File: src/rtl/joint_move_sequencer.sv
// joint_move_sequencer: accepts a two-joint move, derives per-joint step scales
// with a serial restoring divider so both joints finish together, launches both
// steppers on the same cycle and waits until both report finished.
module joint_move_sequencer #(
  parameter int unsigned STEP_W  = 8,
  parameter int unsigned FRAC_W  = 8,
  parameter int unsigned SCALE_W = 16,
  parameter int unsigned SETTLE  = 2
) (
  input  logic               clk,
  input  logic               reset,
  input  logic               move_valid,
  output logic               move_ready,
  input  logic [STEP_W-1:0]  steps1_in,
  input  logic [STEP_W-1:0]  steps2_in,
  input  logic               dir1_in,
  input  logic               dir2_in,
  input  logic               finished1,
  input  logic               finished2,
  output logic               new_out,
  output logic [STEP_W-1:0]  num_steps1,
  output logic [STEP_W-1:0]  num_steps2,
  output logic               dir1,
  output logic               dir2,
  output logic [SCALE_W-1:0] step_scale1,
  output logic [SCALE_W-1:0] step_scale2,
  output logic               busy
);

  localparam int unsigned CNT_W = (SCALE_W > 1) ? $clog2(SCALE_W) : 1;
  localparam int unsigned SET_W = (SETTLE > 1) ? $clog2(SETTLE) : 1;
  localparam logic [SCALE_W-1:0] SCALE_ONE = SCALE_W'(1) << FRAC_W;
  localparam logic [CNT_W-1:0]   DIV_LAST  = CNT_W'(SCALE_W - 1);

  typedef enum logic [2:0] {
    S_IDLE,
    S_DIVIDE,
    S_ISSUE,
    S_SETTLE_WAIT,
    S_WAIT_DONE
  } state_t;

  state_t             state_q, state_d;
  logic               move_ready_q, move_ready_d;
  logic               new_out_q, new_out_d;
  logic               busy_q, busy_d;
  logic [STEP_W-1:0]  num1_q, num1_d, num2_q, num2_d;
  logic               dir1_q, dir1_d, dir2_q, dir2_d;
  logic [SCALE_W-1:0] scale1_q, scale1_d, scale2_q, scale2_d;
  logic [SCALE_W-1:0] quo_q, quo_d;
  logic [STEP_W-1:0]  rem_q, rem_d;
  logic [STEP_W-1:0]  divisor_q, divisor_d;
  logic               sel2_q, sel2_d;
  logic [CNT_W-1:0]   div_cnt_q, div_cnt_d;
  logic [SET_W-1:0]   settle_cnt_q, settle_cnt_d;

  logic               sel2_c;
  logic [STEP_W-1:0]  max_c, min_c;
  logic [STEP_W:0]    trial_c, diff_c;
  logic               ge_c;
  logic [STEP_W-1:0]  rem_next_c;
  logic [SCALE_W-1:0] quo_next_c;

  // Larger/smaller step count of the offered move; joint 2 wins ties
  assign sel2_c = (steps2_in >= steps1_in);
  assign max_c  = sel2_c ? steps2_in : steps1_in;
  assign min_c  = sel2_c ? steps1_in : steps2_in;

  // One restoring-division step: shift in the next dividend bit, subtract if it fits
  assign trial_c    = {rem_q, quo_q[SCALE_W-1]};
  assign ge_c       = (trial_c >= {1'b0, divisor_q});
  assign diff_c     = trial_c - {1'b0, divisor_q};
  assign rem_next_c = STEP_W'(ge_c ? diff_c : trial_c);
  assign quo_next_c = {quo_q[SCALE_W-2:0], ge_c};

  // Next-state and next-output logic
  always_comb begin
    state_d      = state_q;
    move_ready_d = move_ready_q;
    new_out_d    = 1'b0;
    busy_d       = busy_q;
    num1_d       = num1_q;
    num2_d       = num2_q;
    dir1_d       = dir1_q;
    dir2_d       = dir2_q;
    scale1_d     = scale1_q;
    scale2_d     = scale2_q;
    quo_d        = quo_q;
    rem_d        = rem_q;
    divisor_d    = divisor_q;
    sel2_d       = sel2_q;
    div_cnt_d    = div_cnt_q;
    settle_cnt_d = settle_cnt_q;

    unique case (state_q)
      S_IDLE: begin
        move_ready_d = 1'b1;
        busy_d       = 1'b0;
        if (move_valid && move_ready_q) begin
          move_ready_d = 1'b0;
          busy_d       = 1'b1;
          num1_d       = steps1_in;
          num2_d       = steps2_in;
          dir1_d       = dir1_in;
          dir2_d       = dir2_in;
          if ((steps1_in == '0) || (steps2_in == '0)) begin
            scale1_d = SCALE_ONE;
            scale2_d = SCALE_ONE;
            state_d  = S_ISSUE;
          end else begin
            sel2_d    = sel2_c;
            quo_d     = SCALE_W'({max_c, {FRAC_W{1'b0}}});
            rem_d     = '0;
            divisor_d = min_c;
            div_cnt_d = '0;
            state_d   = S_DIVIDE;
          end
        end
      end

      S_DIVIDE: begin
        quo_d     = quo_next_c;
        rem_d     = rem_next_c;
        div_cnt_d = div_cnt_q + CNT_W'(1);
        if (div_cnt_q == DIV_LAST) begin
          scale1_d = sel2_q ? SCALE_ONE : quo_next_c;
          scale2_d = sel2_q ? quo_next_c : SCALE_ONE;
          state_d  = S_ISSUE;
        end
      end

      S_ISSUE: begin
        new_out_d    = 1'b1;
        settle_cnt_d = '0;
        state_d      = S_SETTLE_WAIT;
      end

      S_SETTLE_WAIT: begin
        if (32'(settle_cnt_q) + 32'd1 >= SETTLE) begin
          state_d = S_WAIT_DONE;
        end else begin
          settle_cnt_d = settle_cnt_q + SET_W'(1);
        end
      end

      S_WAIT_DONE: begin
        if (finished1 && finished2) begin
          move_ready_d = 1'b1;
          busy_d       = 1'b0;
          state_d      = S_IDLE;
        end
      end

      default: begin
        state_d = S_IDLE;
      end
    endcase
  end

  // State and output registers with synchronous reset
  always_ff @(posedge clk) begin
    if (reset) begin
      state_q      <= S_IDLE;
      move_ready_q <= 1'b0;
      new_out_q    <= 1'b0;
      busy_q       <= 1'b0;
      num1_q       <= '0;
      num2_q       <= '0;
      dir1_q       <= 1'b0;
      dir2_q       <= 1'b0;
      scale1_q     <= SCALE_ONE;
      scale2_q     <= SCALE_ONE;
      quo_q        <= '0;
      rem_q        <= '0;
      divisor_q    <= '0;
      sel2_q       <= 1'b0;
      div_cnt_q    <= '0;
      settle_cnt_q <= '0;
    end else begin
      state_q      <= state_d;
      move_ready_q <= move_ready_d;
      new_out_q    <= new_out_d;
      busy_q       <= busy_d;
      num1_q       <= num1_d;
      num2_q       <= num2_d;
      dir1_q       <= dir1_d;
      dir2_q       <= dir2_d;
      scale1_q     <= scale1_d;
      scale2_q     <= scale2_d;
      quo_q        <= quo_d;
      rem_q        <= rem_d;
      divisor_q    <= divisor_d;
      sel2_q       <= sel2_d;
      div_cnt_q    <= div_cnt_d;
      settle_cnt_q <= settle_cnt_d;
    end
  end

  assign move_ready  = move_ready_q;
  assign new_out     = new_out_q;
  assign busy        = busy_q;
  assign num_steps1  = num1_q;
  assign num_steps2  = num2_q;
  assign dir1        = dir1_q;
  assign dir2        = dir2_q;
  assign step_scale1 = scale1_q;
  assign step_scale2 = scale2_q;

endmodule

File: config.mk
export PLATFORM = sky130hd
export DESIGN_NAME = joint_move_sequencer
export DESIGN_NICKNAME = d
export VERILOG_FILES = /design/src/rtl/joint_move_sequencer.sv
export SDC_FILE = /design/constraint.sdc
export NUM_CORES = 1
export LEC_CHECK = 0
export BUFFER_PORTS_ARGS = -buffer_cell sky130_fd_sc_hd__buf_4
export CAP_MARGIN = 20
export CORE_AREA = 2 2 142 144
export CTS_CLUSTER_DIAMETER = 120
export DETAILED_ROUTE_END_ITERATION = 10
export DIE_AREA = 0 0 144 146
export GPL_ROUTABILITY_DRIVEN = 0
export SYNTH_ARGS = -nofsm -noshare
export SYNTH_HDL_FRONTEND = slang
export SYNTH_SLANG_ARGS = --single-unit
File: constraint.sdc
create_clock -name clk -period 2.6 [get_ports clk]
set_input_delay 0.26 -clock clk [delete_from_list [all_inputs] [get_ports clk]]
set_output_delay 0.26 -clock clk [all_outputs]
set_load 0.03 [all_outputs]
==> results.toml, run 1 <==
[die]
die_y_um = 146
start_util_pct = 22.81
die_width_um = 144
dieArea_um2 = 21020
io_pins = 76
rows = 51
core_um2 = 19330

[global_route]
grtUsageMet1_pct = 17.23
antenna_found_initial = 0
grt_util_met3_pct = 3.850
use_met2_pct = 15.64
grt_usage_pct = 11.62
overflow = 0
grt_pass1_vias = 3578
globalRoute.busiestLayer = "met1"
grt_first_pass_wirelength_um = 19110
grt_max_degree = 45

[power]
worst_ir_drop_vdd_uv = 380.0
power_density_nw_per_um2 = 748.1
power_w = 0.004117
leakage_nw = 2.138

[setup_path]
setup.worst_path.start_class = "flip-flop"
crit_fanout = 12
path_delay_family = "compound AO/OA/AOI/OAI gates"
timing.rr.start = "divisor_q[6]"
cpMaxStageDelayCell = "a2111oi_0"
r2r_end = "rem_q[3]"
critPathBufInv = 1
r2r_setup_slack_ps = 430
crit_required_ps = 2840
max_stage_delay_ps = 430
crit_type = "reg -> reg"
worstPathArrival_ps = 2410
reg2reg_depth = 7
endpoint_kind = "flip-flop"
crit_chain = "inv_1 -> ha_1 -> and3_1 -> a2111oi_0 -> o21a_2 -> mux2i_1 -> o21ai_0"

[detailed_routing]
drt_iter0_drc = 266
wl_per_cell_um = 13.63
drtAntennaViolNets = 0
routed_wirelength_um = 11680
vias = 3815
drc = 0
dr.pass1.iters = 4
via_per_inst = 4.452

[timing]
min_period_over_period_pct = 83.56
fmax_ghz = 0.4603
tightest_slew_ps = 1021
min_period_ps = 2173
maxSlewHeadroom_pct = 31.90
drv_slew = 0
final-hold-violation-count = 0
rsz0062_at_grt = "no"
setup_violations = 0
setup_tns_ps = 0
fin_skew_ps = 6.339

[place]
dp_hpwl_um = 8384
portBuffers = 75

[layout]
final_nets = 629
drive_gt1_share_pct = 19.26
antenna_cells = 0
area_growth_pct = 24.77

[job]
drv_cap = 0

[min_path]
min_delay_path_depth = 3
min-delay-start = "dir1_in"
holdPathEnd = "dir1"
hp-class = "in -> reg"

[outcome]
outcome = "complete, no violations"

[clock_tree]
cts_tree = "yes"
clk_latency_ps = 350
hold_buffers = 0
cts.path.max_buffers = 2
cts-resized-gates = 0
cts_made_buffers = 9
cts_root_buffer = "clkbuf_16"
cts_max_level = 3
clk_pin_slew_worst_paths_ps = 60
postCtsSetupRepairBufs = 0
clock-sinks = 94

[synthesis]
ys.flop_type = "dfxtp_1"
synthArstFlopShare_pct = 0
synth_most_common_cell = "dfxtp_1"
ys_top_cells_by_count = "dfxtp_1, nand2_1, a21oi_1, nand3_1, nor2_1"
syn_area_um2 = 4410
yosysWarnings = 0
avgSynthCellArea_um2 = 8.385
synth.area.top_cells = "dfxtp_1, nand2_1, a21oi_1, mux2i_1, ha_1"
synth_largest_area_cell = "dfxtp_1"
synth_edf_count = 0
yosysTopAreaCellShare_pct = 42.67
synth_cell_type_count = 50
ys_ff_latch = 94
ys_seq_area_share_pct = 42.67
syn_nets = 567
synthCells = 526
-- worst max path at each step --
stage | slack, ps | start | endpoint | cells past startpoint
6_report | 430 | divisor_q[6] | rem_q[3] | 7
5_1_grt | 110 | divisor_q[6] | rem_q[3] | 7
4_1_cts | 220 | divisor_q[6] | rem_q[3] | 7
3_5_place_dp | 220 | divisor_q[6] | rem_q[3] | 7
3_3_place_gp | 230 | steps2_in[0] | divisor_q[2] | 9
2_1_floorplan | 630 | divisor_q[6] | rem_q[1] | 8
-- state kept, by name, indices dropped and copies added (netlist names) --
signal and flops:
quo_q 16, num_steps2 8, move_ready 1, state_q 3, settle_cnt_q 1, dir1 1, step_scale1 16, sel2_q 1
divisor_q 8, new_out 1, step_scale2 16, div_cnt_q 4, busy 1, dir2 1, num_steps1 8, rem_q 8
-- layer usage --
metal,part of all wire (%),routed length (um)
met1,51,5921
met2,41,4757
met3,7.4,869
met4,1.2,135
met5,0,0
-- through the flow --
| stage | cells | worst slack, ps | hold WS, ps | util, % | area (um2) |
|---|---|---|---|---|---|
| 4_1_cts | 857 | 215.3 | 138.6 | 28.45 | 5502 |
| 5_1_grt | 857 | 112.6 | 178.3 | 28.46 | 5503 |
| 6_report | 857 | 427.3 | 153.8 | 28.46 | 5503 |
| 3_3_place_gp | 842 | 225.6 | 440.0 | 26.95 | 5210 |
| 2_1_floorplan | 526 | 629.5 | 396.0 | - | 4410 |
| 3_5_place_dp | 842 | 217.5 | 446.0 | 26.95 | 5210 |
-- cells by family (layout without fill, tap and decap cells) --
family | after synthesis | count (layout) | share of synthesized area [%]
multiplexers | 28 | 28 | 6.355
flip-flops | 94 | 94 | 42.67
buffers and inverters | 54 | 120 | 5.872
XOR/XNOR | 7 | 7 | 1.390
adder cells (fa/ha/maj) | 18 | 18 | 5.277
AO/OA/AOI/OAI | 120 | 120 | 16.34
AND/OR/NAND/NOR | 205 | 205 | 22.10
-- layout by cell type (no fill, tap or decap), drive strengths merged, types with 3 or more instances in the layout --
cell,synthesis,layout
a211oi,8,8
a21o,3,3
a21oi,69,69
and3,3,3
buf,19,86
clkbuf,16,12
dfxtp,94,94
ha,17,17
inv,19,19
mux2i,28,28
nand2,92,92
nand2b,5,5
nand3,41,41
nand4,4,4
nor2,33,33
nor2b,4,4
nor3,13,13
o21a,4,4
o21ai,10,10
o21bai,3,3
o22ai,8,8
or4,4,4
xnor2,3,3
xor2,4,4
-- power breakdown --
group	switching [W]	internal (W)	total, W
combinational	0.000682	0.000468	0.00115
clock	0.000560	0.000767	0.00133
sequential	0.0000989	0.00154	0.00164
total	0.00134	0.00278	0.00412
-- worst register-to-register path: stages, from the launching register on --
cell and delay [ps]:
dfxtp_1 330, inv_1 50, ha_1 320, and3_1 210, a2111oi_0 430, o21a_2 400, mux2i_1 240, o21ai_0 80
-- final cells by class --
class,count,area [um2]
clock inverters,3,45.04
flip-flops and latches,94,1882
multi-input cells,378,2281
repair buffers,86,645.6
inverters,19,71.32
well taps,265,331.6
fillers,2099,13830
clock buffers,12,246.5
Note: power is estimated with default switching activity, not from simulation.
==> inputs of run 2 (changes only) <==
- clock period: 2.6 -> 1.9 ns (I/O delays scaled with it)
==> results.toml, run 2 (same netlist as run 1, synthesis figures left out) <==
[global_route]
antenna_found_initial = 0
grt_first_pass_wirelength_um = 19410
grt_pass1_vias = 3705
overflow = 0
grt_max_degree = 40
grt_usage_pct = 11.51

[timing]
rsz0062_at_grt = "yes"
tightest_slew_ps = 663.2
min_period_over_period_pct = 97.14
maxSlewHeadroom_pct = 55.62
min_period_ps = 1846
setup_tns_ps = 0
final-hold-violation-count = 0
fin_skew_ps = 9.484
fmax_ghz = 0.5418
drv_slew = 0
setup_violations = 0

[detailed_routing]
drc = 0
via_per_inst = 4.435
drt_iter0_drc = 181
wl_per_cell_um = 13.31
routed_wirelength_um = 11830
drtAntennaViolNets = 0
vias = 3943
dr.pass1.iters = 4

[setup_path]
crit_chain = "inv_2 -> ha_4 -> and3_4 -> a2111oi_4 -> o21a_4 -> buf_12 -> mux2i_1 -> a22o_1"
worstPathArrival_ps = 2140
cpMaxStageDelayCell = "dfxtp_2"
endpoint_kind = "flip-flop"
crit_fanout = 6
crit_type = "reg -> reg"
setup.worst_path.start_class = "flip-flop"
max_stage_delay_ps = 340
crit_required_ps = 2190

[clock_tree]
clock-sinks = 94
postCtsSetupRepairBufs = 0
clk_latency_ps = 360
cts_tree = "yes"
cts.path.max_buffers = 2
clk_pin_slew_worst_paths_ps = 70
cts_max_level = 3
hold_buffers = 0
cts_root_buffer = "clkbuf_16"
cts_made_buffers = 9

[place]
dp_hpwl_um = 8589
portBuffers = 75

[layout]
final_nets = 660
drive_gt1_share_pct = 28.37
nFillCells = 2086
area_growth_pct = 35.86
layout_common_cells = "buf_4, nand2_1, dfxtp_1"
antenna_cells = 0
utilization_pct = 30.99
final_common_cell = "buf_4"

[power]
p_sw_share_pct = 32.86
p_switching_w = 0.002088
leakage_nw = 2.374
clkPwrFrac_pct = 30.1
worst_ir_drop_vdd_uv = 457.7
intPower_w = 0.004267
pwr-share-comb_pct = 34.8
power_frac_seq_pct = 35.1
power_density_nw_per_um2 = 1061

[die]
core_um2 = 19330
die_y_um = 146
dieArea_um2 = 21020
die_width_um = 144
start_util_pct = 22.81
io_pins = 76
rows = 51

[job]
drv_cap = 0

[outcome]
outcome = "complete, no violations"

[min_path]
hp-class = "in -> reg"
-- run 2: cell types whose count changed in the layout (fill, tap and decap cells not counted), sizes merged --
cell | previous run | this run
buf | 86 | 116
clkinvlp | 2 | 1
clkbuf | 12 | 10
inv | 19 | 24
-- run 2: area by class of cell --
cell class,instances,area [um2],share of cell area (%)
clock inverters,7,86.33,1.441
multi-input cells,378,2434,40.61
flip-flops and latches,94,1894,31.61
clock buffers,9,225.2,3.759
well taps,265,331.6,5.534
repair buffers,117,949.7,15.85
inverters,19,71.32,1.190
-- run 2: path summary, 6_finish.rpt --
kind	start	endpoint	slack (ps)	cells after the start
max	divisor_q[7]	rem_q[0]	50	8
min	reset	div_cnt_q[0]	70	2
max reg2reg	divisor_q[7]	rem_q[0]	50	8
min reg2reg	step_scale1[15]	step_scale1[15]	450	2
-- run 2: power by group through the flow --
stage / logic [W] / clock network [W] / registers (W)
final: 0.00221 / 0.00191 / 0.00223
after global routing: 0.00242 / 0.00205 / 0.00225
after CTS: 0.00193 / 0.00197 / 0.00222
after detailed placement: 0.00190 / 0 / 0.00226
after global placement: 0.00189 / 0 / 0.00226
after floorplan: 0.00120 / 0 / 0.00232
-- run 2: timing repair --
item / CTS / global route
pin swaps: 1 / 10
setup endpoints to repair: 10 / 33
gates resized for setup: 7 / 33
cloned: 0 / 1
-- run 2: metal layers --
metal | part of all wire [%] | track usage (%)
met2 | 41 | 15.69
met5 | 0 | 0
met1 | 51 | 16.99
met4 | 1.4 | 3.529
met3 | 6.6 | 3.718
-- run 2: worst max-delay path, delay by kind of cell (launching register included) --
family	cells	cell delay, ps
compound gates	3	680
fa+ha+maj	1	210
buf+inv	2	170
flops	1	340
mux	1	190
simple gates	1	190
-- run 2: metrics by stage --
step           setup slack, ps  area [um2]  instances  hold slack (ps)  total power [W]
6_report                 54.30        5992        889            65.50         0.006355
5_1_grt                 -43.08        5992        889            67.59         0.006722
4_1_cts                  3.911        5853        888            51.37         0.006124
3_5_place_dp            -98.48        5517        872            438.9         0.004158
3_3_place_gp            -104.3        5517        872            435.7         0.004144
2_1_floorplan            35.08        4446        526            326.0         0.003519
==> inputs of run 3 (changes only) <==
- ABC_AREA: default -> 1
- CORE_AREA: 2 2 142 144 -> 2 2 102 104
- DIE_AREA: 0 0 144 146 -> 0 0 104 106
- PLACE_DENSITY: default -> 0.7
==> results.toml, run 3 <==
[global_route]
use_met2_pct = 34.35
grt_max_degree = 51
grt_usage_pct = 20.56
grtUsageMet1_pct = 26.43
grt_util_met3_pct = 4.414
grt_first_pass_wirelength_um = 18770
globalRoute.busiestLayer = "met2"
grt_pass1_vias = 4064
overflow = 0
antenna_found_initial = 0

[setup_path]
r2r_setup_slack_ps = 140
setup.worst_path.start_class = "flip-flop"
worstPathArrival_ps = 2010
crit_type = "reg -> reg"
r2r_end = "rem_q[2]"
endpoint_kind = "flip-flop"
timing.rr.start = "rem_q[1]"
crit_fanout = 8
crit_required_ps = 2150
reg2reg_depth = 9

[layout]
fin_cells = 863
final_common_cell = "nand2_1"
area_growth_pct = 21.09
utilization_pct = 55.61
final_nets = 765
drive_gt1_share_pct = 17.61
layout_common_cells = "nand2_1, dfxtp_1, a21oi_1, buf_4, inv_1"
final_area_um2 = 5560
antenna_cells = 0

[timing]
tightest_slew_ps = 558.5
fmax_ghz = 0.5686
drv_slew = 0
min_period_over_period_pct = 92.57
fin_skew_ps = 11.48
final-hold-violation-count = 0
setup_violations = 0
setup_tns_ps = 0
maxSlewHeadroom_pct = 62.73
min_period_ps = 1759

[clock_tree]
cts_made_buffers = 9
postCtsSetupRepairBufs = 0
cts_root_buffer = "clkbuf_8"
cts_tree = "yes"
cts.path.max_buffers = 2
clock-sinks = 94
cts_max_level = 3
clk_latency_ps = 370
clk_pin_slew_worst_paths_ps = 80

[detailed_routing]
drtAntennaViolNets = 0
dr.pass1.iters = 5
vias = 4424
via_per_inst = 5.126
routed_wirelength_um = 11540
wl_per_cell_um = 13.37
drt_iter0_drc = 244
drc = 0

[min_path]
hp-class = "in -> reg"
holdPathEnd = "dir1"
min_delay_path_depth = 3
min-delay-start = "dir1_in"

[die]
rows = 37
core_um2 = 10000
dieArea_um2 = 11020
io_pins = 76
die_width_um = 104
start_util_pct = 45.92
die_y_um = 106

[synthesis]
synthArstFlopShare_pct = 0
ys.flop_type = "dfxtp_1"
synth_largest_area_cell = "dfxtp_1"
ys_seq_area_share_pct = 40.98
yosysWarnings = 0
ys_top_cells_by_count = "nand2_1, dfxtp_1, a21oi_1, inv_1, nor2_1"
synth.area.top_cells = "dfxtp_1, nand2_1, a21oi_1, inv_1, nand3_1"
ys_ff_latch = 94
synth_edf_count = 0
synthCells = 658
syn_nets = 699
avgSynthCellArea_um2 = 6.979
yosysTopAreaCellShare_pct = 40.98
syn_area_um2 = 4592
synth_most_common_cell = "nand2_1"
synth_cell_type_count = 28

[place]
place_area_um2 = 5285
dp_hpwl_um = 8060
dp.cells = 849
portBuffers = 75

[power]
worst_ir_drop_vdd_uv = 794.4
leakage_nw = 2.549
power_density_nw_per_um2 = 1418

[job]
drv_cap = 0

[outcome]
outcome = "complete, no violations"
run 3: layer usage:
metal  share of wire, %  vias up
li1                   -     2279
met1                 45     2016
met2                 49      117
met3                5.2       12
met4                1.2        0
met5                  0        -
run 3: cell families (layout without fill, tap and decap cells):
family,after synthesis,after routing,synth area share [%]
AO/OA/AOI/OAI,126,126,14.36
XOR/XNOR,4,4,0.7631
adder cells (fa/ha/maj),18,18,5.068
buffers and inverters,115,184,9.946
flip-flops,94,94,40.98
AND/OR/NAND/NOR,301,301,28.88
run 3: worst max-delay path by stage:
| stage | from | endpoint | cells after the start | slack (ps) |
|---|---|---|---|---|
| after detailed placement | divisor_q[2] | rem_q[0] | 10 | 20 |
| after CTS | divisor_q[2] | rem_q[7] | 10 | 3 |
| after global routing | divisor_q[7] | rem_q[2] | 11 | -10 |
| after global placement | divisor_q[2] | rem_q[7] | 10 | 40 |
| final | rem_q[1] | rem_q[2] | 9 | 140 |
| after floorplan | divisor_q[2] | rem_q[1] | 11 | 130 |
run 3: repair_timing:
| action | CTS | global route |
|---|---|---|
| resized for setup | 0 | 12 |
| hold buffers | 0 | 0 |
| endpoints found under the setup margin | 0 | 42 |
run 3: through the flow:
| stage | setup WS (ps) | total power (W) | hold slack [ps] |
|---|---|---|---|
| after floorplan | 131.8 | 0.005315 | 324.9 |
| after global placement | 43.43 | 0.006244 | 419.7 |
| after detailed placement | 16.49 | 0.006315 | 425.4 |
| after CTS | 2.773 | 0.007750 | 46.33 |
| after global routing | -10.01 | 0.008475 | 69.74 |
| final | 141.2 | 0.007882 | 47.12 |
run 3: worst max-delay path: stages, from the launching register on:
cell      delay, ps
dfxtp_1         410
ha_4            240
or2_2           300
nand3b_1        120
nand2_1          80
nand2_2         100
buf_4           160
nand3_1          80
nand3_1         110
a21oi_2          50
run 3: area by class of cell:
cell class	instances	area, um2
fill	1041	4439
clock inverter	5	85.08
multi-input combinational	449	2315
tap	136	170.2
timing repair buffer	91	686.9
sequential	94	1883
clock buffer	9	123.9
inverter	79	296.5
run 3: power by group:
part	leakage [nW]	internal (W)	switching (W)
combinational	1.68	0.00131	0.00260
clock	0.102	0.000733	0.000702
sequential	0.765	0.00230	0.000228
total	2.55	0.00435	0.00353
